`config.mk`:
```
export PLATFORM = sky130hd
export DESIGN_NAME = rr_select_arbiter
export DESIGN_NICKNAME = d
export VERILOG_FILES = /design/src/rtl/rr_select_arbiter.sv
export SDC_FILE = /design/constraint.sdc
export NUM_CORES = 1
export LEC_CHECK = 0
export BUFFER_PORTS_ARGS = -buffer_cell sky130_fd_sc_hd__buf_2
export CELL_PAD_IN_SITES_DETAIL_PLACEMENT = 1
export CELL_PAD_IN_SITES_GLOBAL_PLACEMENT = 2
export CORE_UTILIZATION = 22
export DETAILED_ROUTE_END_ITERATION = 10
export GPL_ROUTABILITY_DRIVEN = 0
export PLACE_DENSITY_LB_ADDON = 0.1
export SLEW_MARGIN = 30
export SYNTH_ARGS = -nofsm -noshare
export SYNTH_HDL_FRONTEND = slang
export SYNTH_SLANG_ARGS = --single-unit
export TNS_END_PERCENT = 10
```
`constraint.sdc`:
```
create_clock -name clk -period 4.6 [get_ports clk]
set_input_delay 0.46 -clock clk [delete_from_list [all_inputs] [get_ports clk]]
set_output_delay 0.46 -clock clk [all_outputs]
set_load 0.01 [all_outputs]
```
`src/rtl/rr_select_arbiter.sv`:
```
// Round-robin arbiter sharing one DATA-bit channel among IN requesters.
// Packets hold the grant until their last beat; the winner lands in a registered valid/ready stage.

module selector #(
    parameter int W   = 32,
    parameter int N   = 4,
    parameter bit ACT = 1'b1,   // 1: bitmap bits are active high
    parameter bit MSB = 1'b0    // 1: highest set bit wins, 0: lowest
) (
    input  logic [N-1:0]   map,
    input  logic [W*N-1:0] in,
    output logic [N-1:0]   pos,
    output logic [W-1:0]   out
);
    logic [N-1:0] act;
    logic         found;

    assign act = ACT ? map : ~map;

    always_comb begin
        pos   = '0;
        found = 1'b0;
        for (int k = 0; k < N; k++) begin
            if (act[MSB ? N-1-k : k] && !found) begin
                pos[MSB ? N-1-k : k] = 1'b1;
                found                = 1'b1;
            end
        end
    end

    // AND-OR mux; pos is one-hot or zero so at most one lane contributes
    always_comb begin
        out = '0;
        for (int i = 0; i < N; i++)
            out = out | (in[W*i +: W] & {W{pos[i]}});
    end
endmodule

module rr_select_arbiter #(
    parameter int DATA = 32,
    parameter int IN   = 4
) (
    input  logic              clk,
    input  logic              reset,
    input  logic [IN-1:0]     req_valid,
    input  logic [DATA*IN-1:0] req_data,
    input  logic [IN-1:0]     req_last,
    output logic [IN-1:0]     req_ready,
    output logic              out_valid,
    output logic [DATA-1:0]   out_data,
    output logic [IN-1:0]     out_src,
    output logic              out_last,
    input  logic              out_ready
);
    typedef enum logic {IDLE = 1'b0, LOCKED = 1'b1} state_t;

    state_t          state, state_nxt;
    logic [IN-1:0]   ptr, owner;
    logic [IN-1:0]   hi_mask, hi_req, cand, grant;
    logic [DATA-1:0] sel_data;
    logic            load, xfer, beat_last, lock;

    assign lock    = (state == LOCKED);
    assign load    = !out_valid || out_ready;
    assign hi_mask = ~(ptr | (ptr - IN'(1)));
    assign hi_req  = req_valid & hi_mask;

    // While locked the candidate set is just the owner, so the selector passes it through
    always_comb begin
        cand = '0;
        if (lock)
            cand = owner & req_valid;
        else if (|hi_req)
            cand = hi_req;
        else
            cand = req_valid;
    end

    selector #(.W(DATA), .N(IN), .ACT(1'b1), .MSB(1'b0)) u_sel (
        .map (cand),
        .in  (req_data),
        .pos (grant),
        .out (sel_data)
    );

    assign req_ready = (load && !reset) ? grant : '0;
    assign xfer      = |(req_valid & req_ready);
    assign beat_last = |(req_last & grant);

    always_comb begin
        state_nxt = state;
        case (state)
            IDLE:    if (xfer && !beat_last) state_nxt = LOCKED;
            LOCKED:  if (xfer && beat_last)  state_nxt = IDLE;
            default: state_nxt = IDLE;
        endcase
    end

    always_ff @(posedge clk) begin
        if (reset)
            state <= IDLE;
        else
            state <= state_nxt;
    end

    always_ff @(posedge clk) begin
        if (reset) begin
            out_valid <= 1'b0;
            out_data  <= '0;
            out_src   <= '0;
            out_last  <= 1'b0;
            ptr       <= {1'b1, {(IN-1){1'b0}}};
            owner     <= '0;
        end else if (xfer) begin
            out_valid <= 1'b1;
            out_data  <= sel_data;
            out_src   <= grant;
            out_last  <= beat_last;
            if (beat_last)
                ptr   <= grant;
            else
                owner <= grant;
        end else if (out_ready) begin
            out_valid <= 1'b0;
        end
    end
endmodule

```
==> flow_summary.json <==
{
  "drv_cap": 0,
  "r2r_end": "out_data[13]",
  "crit_fanout": 34,
  "cts_max_path_buffers": 2,
  "r2r_start": "ptr[2]",
  "finClkSkew_ns": 0.005098,
  "clock_sinks": 47,
  "dieHeight_microns": 111.1,
  "portBuffers": 180,
  "wl_microns": 11580,
  "yosys_warnings": 0,
  "routed-via-count": 3222,
  "end_kind": "primary output",
  "synth_cell_types": 40,
  "synth_edf_count": 0,
  "path_cells": "nand2b_1 -> a21oi_2 -> and4b_1 -> or2_2 -> and3_1 -> buf_2",
  "vdd_drop_max_mv": 0.1482,
  "crit_buf_inv": 1,
  "fp.coreArea_sq_um": 11520,
  "cts_setup_buffers": 0,
  "synth_top_area_share": 0.3596,
  "track_usage": 0.1884,
  "drt-pass1-iter-count": 7,
  "hold_depth": 3,
  "hp-start": "req_data[98]",
  "grt-ovfl-total": 0,
  "yosysSeqAreaShare": 0.3596,
  "async_flop_share": 0,
  "synth_area_sq_um": 2616,
  "cp_slowest_cell": "or2_2",
  "clk_pin_slew_ns": 0.07,
  "worst_pin_slew_ns": 0.7350,
  "slew-limit-headroom": 0.5100,
  "cts_tree": "yes",
  "synth_seq_cells": 47,
  "layout-drive-gt1-share": 0.4167,
  "final_max_slew_viol_count": 0,
  "hold_viol_final": 0,
  "hp-class": "in2reg",
  "setup_violations": 0,
  "netlist_instances": 328,
  "cts_inserted_buffers": 5,
  "rsz0062_at_grt": "no",
  "cp.required_ns": 4.14,
  "post-route-period-util": 0.6591,
  "dp_hpwl_microns": 8369,
  "root_buffer": "clkbuf_16",
  "ant_nets": 0,
  "initial_utilization": 0.2272,
  "synth.area.top_cells": "dfxtp_1 (36%), a21oi_1 (14%), o21ai_0 (14%)",
  "initialDrtViolationCount": 133,
  "num_rows": 39,
  "wl_per_cell_microns": 18.24,
  "drc": 10,
  "ctsResizeCount": 0,
  "reg2reg_slack_ns": 1.83,
  "antenna_found_initial": 1,
  "grt_max_degree": 42,
  "synth_top_area_cell": "dfxtp_1",
  "grt_pass1_wl_microns": 18350,
  "tns_ns": 0,
  "cp_top_family": "simple AND/OR/NAND/NOR gates",
  "final_util": 0.3349,
  "leakage_nw": 1.786,
  "n_antenna_cell": 0,
  "syn_nets": 467,
  "critPathArrivalTime_ns": 2.57,
  "clk_latency_ns": 0.28,
  "outcome": "finished, violations left",
  "period_minus_slack_ns": 3.032,
  "failed_checks": "design-rule violations",
  "grt_pass1_vias": 3453,
  "area_growth_pct": 47.39,
  "io-pin-count": 181,
  "cts_hold_buf": 0,
  "synth_top_flop_cell": "dfxtp_1",
  "path_class": "reg2out",
  "synth.avg_cell_area_sq_um": 7.976,
  "fmax_mhz": 329.8,
  "via_per_inst": 5.074,
  "htree_levels": 2,
  "startpoint_type": "flip-flop",
  "dieWidth_microns": 111.1,
  "reg2regPathDepth": 8,
  "die-area_sq_um": 12330,
  "min_to": "out_data[2]",
  "power_density_nw_per_um2": 377.7,
  "fin_nets": 630,
  "max_stage_delay_ns": 0.60
}
-- kinds of logic (layout without fill, tap and decap cells) --
group,Yosys count,in the layout,synth area share
AOI/OAI and AO/OA,196,196,0.4658
and+or+nand+nor,49,49,0.1129
DFF,47,47,0.3596
buffers and inverters,33,197,0.04878
muxes,3,3,0.01291
-- where the power goes --
| group | internal, mW | switching [mW] | leakage (nW) | total, mW |
|---|---|---|---|---|
| Clock | 0.312 | 0.160 | 0.0911 | 0.472 |
| Sequential | 0.460 | 0.0307 | 0.388 | 0.491 |
| Combinational | 0.207 | 0.286 | 1.31 | 0.494 |
-- final cells by class --
cell class	count	area, sq um
Multi-Input combinational cell	248	1567
Clock buffer	6	128.9
Tap cell	143	178.9
Inverter	2	7.507
Sequential cell	47	940.9
Clock inverter	2	60.06
Fill cell	1449	7660
Timing Repair Buffer	187	973.4
-- how the worst max path moves through the flow --
stage                       from      endpoint  cells past startpoint  slack (ns)
finish                    ptr[2]  req_ready[2]                      6        1.57
global route              ptr[0]  req_ready[2]                      6        1.38
CTS                       ptr[0]  req_ready[2]                      6        1.53
detailed placement  req_valid[2]  req_ready[2]                      7        1.69
global placement    req_valid[2]  req_ready[2]                      7        1.73
floorplan           req_valid[1]      owner[1]                      8        2.24
-- worst reg2reg max path, delay by kind of cell (launching register included) --
kind,cells,cell delay (ns)
flops,1,0.36
simple gates,2,0.61
buf+inv,1,0.32
compound gates,5,1.37
-- routing by layer --
metal	up-vias	track usage	part of all wire
met4	2	0.03423	0.0066
met5	-	0	0.00086
li1	1583	-	-
met1	1522	0.2149	0.41
met2	109	0.3480	0.51
met3	6	0.05577	0.073
-- Yosys cell counts, types with 2 or more instances --
| cell | number |
|---|---|
| a21oi_1 | 75 |
| o21ai_0 | 71 |
| dfxtp_1 | 47 |
| a221o_1 | 33 |
| clkbuf_1 | 27 |
| nor2_1 | 9 |
| and2_1 | 6 |
| nand2_1 | 5 |
| nand2b_1 | 5 |
| nand3_1 | 4 |
| nor2b_1 | 4 |
| buf_2 | 3 |
| nand3b_1 | 3 |
| o21a_1 | 3 |
| or3_1 | 3 |
| a211oi_1 | 2 |
| and3_1 | 2 |
| inv_1 | 2 |
| mux2_1 | 2 |
| nor3_1 | 2 |
-- metrics by stage --
step / instance area, sq um / worst slack, ns / std cells / hold WS, ns / power (mW)
floorplan: 2616 / 2.243 / 328 / 0.4541 / 0.7835
global placement: 3640 / 1.727 / 626 / 0.4668 / 0.9877
detailed placement: 3667 / 1.687 / 627 / 0.4761 / 1.003
CTS: 3856 / 1.532 / 635 / 0.4461 / 1.485
global route: 3856 / 1.379 / 635 / 0.4630 / 1.548
finish: 3856 / 1.568 / 635 / 0.4592 / 1.456
-- layout by cell type (no fill, tap or decap), types with 2 or more instances in the layout --
cell type  count
a221o_1       33
a21oi_1       74
o21a_1         3
and2_1         6
nand2b_1       5
nand3_1        4
buf_2        180
nor2b_1        4
bufinv_16      2
clkbuf_16      5
nor2_1         9
nand2_1        5
buf_4          6
a211oi_1       2
dfxtp_1       47
nand3b_1       3
o21ai_0       71
inv_1          2
and3_1         2
nor3_1         2
or3_1          3
mux2_1         2
-- registers in the layout (all words and copies together), names as in the netlist, named ones only --
register / flops
out_data: 32
out_src: 4
owner: 4
ptr: 4
out_last: 1
out_valid: 1
No activity file was read; power rests on OpenSTA's default activity.
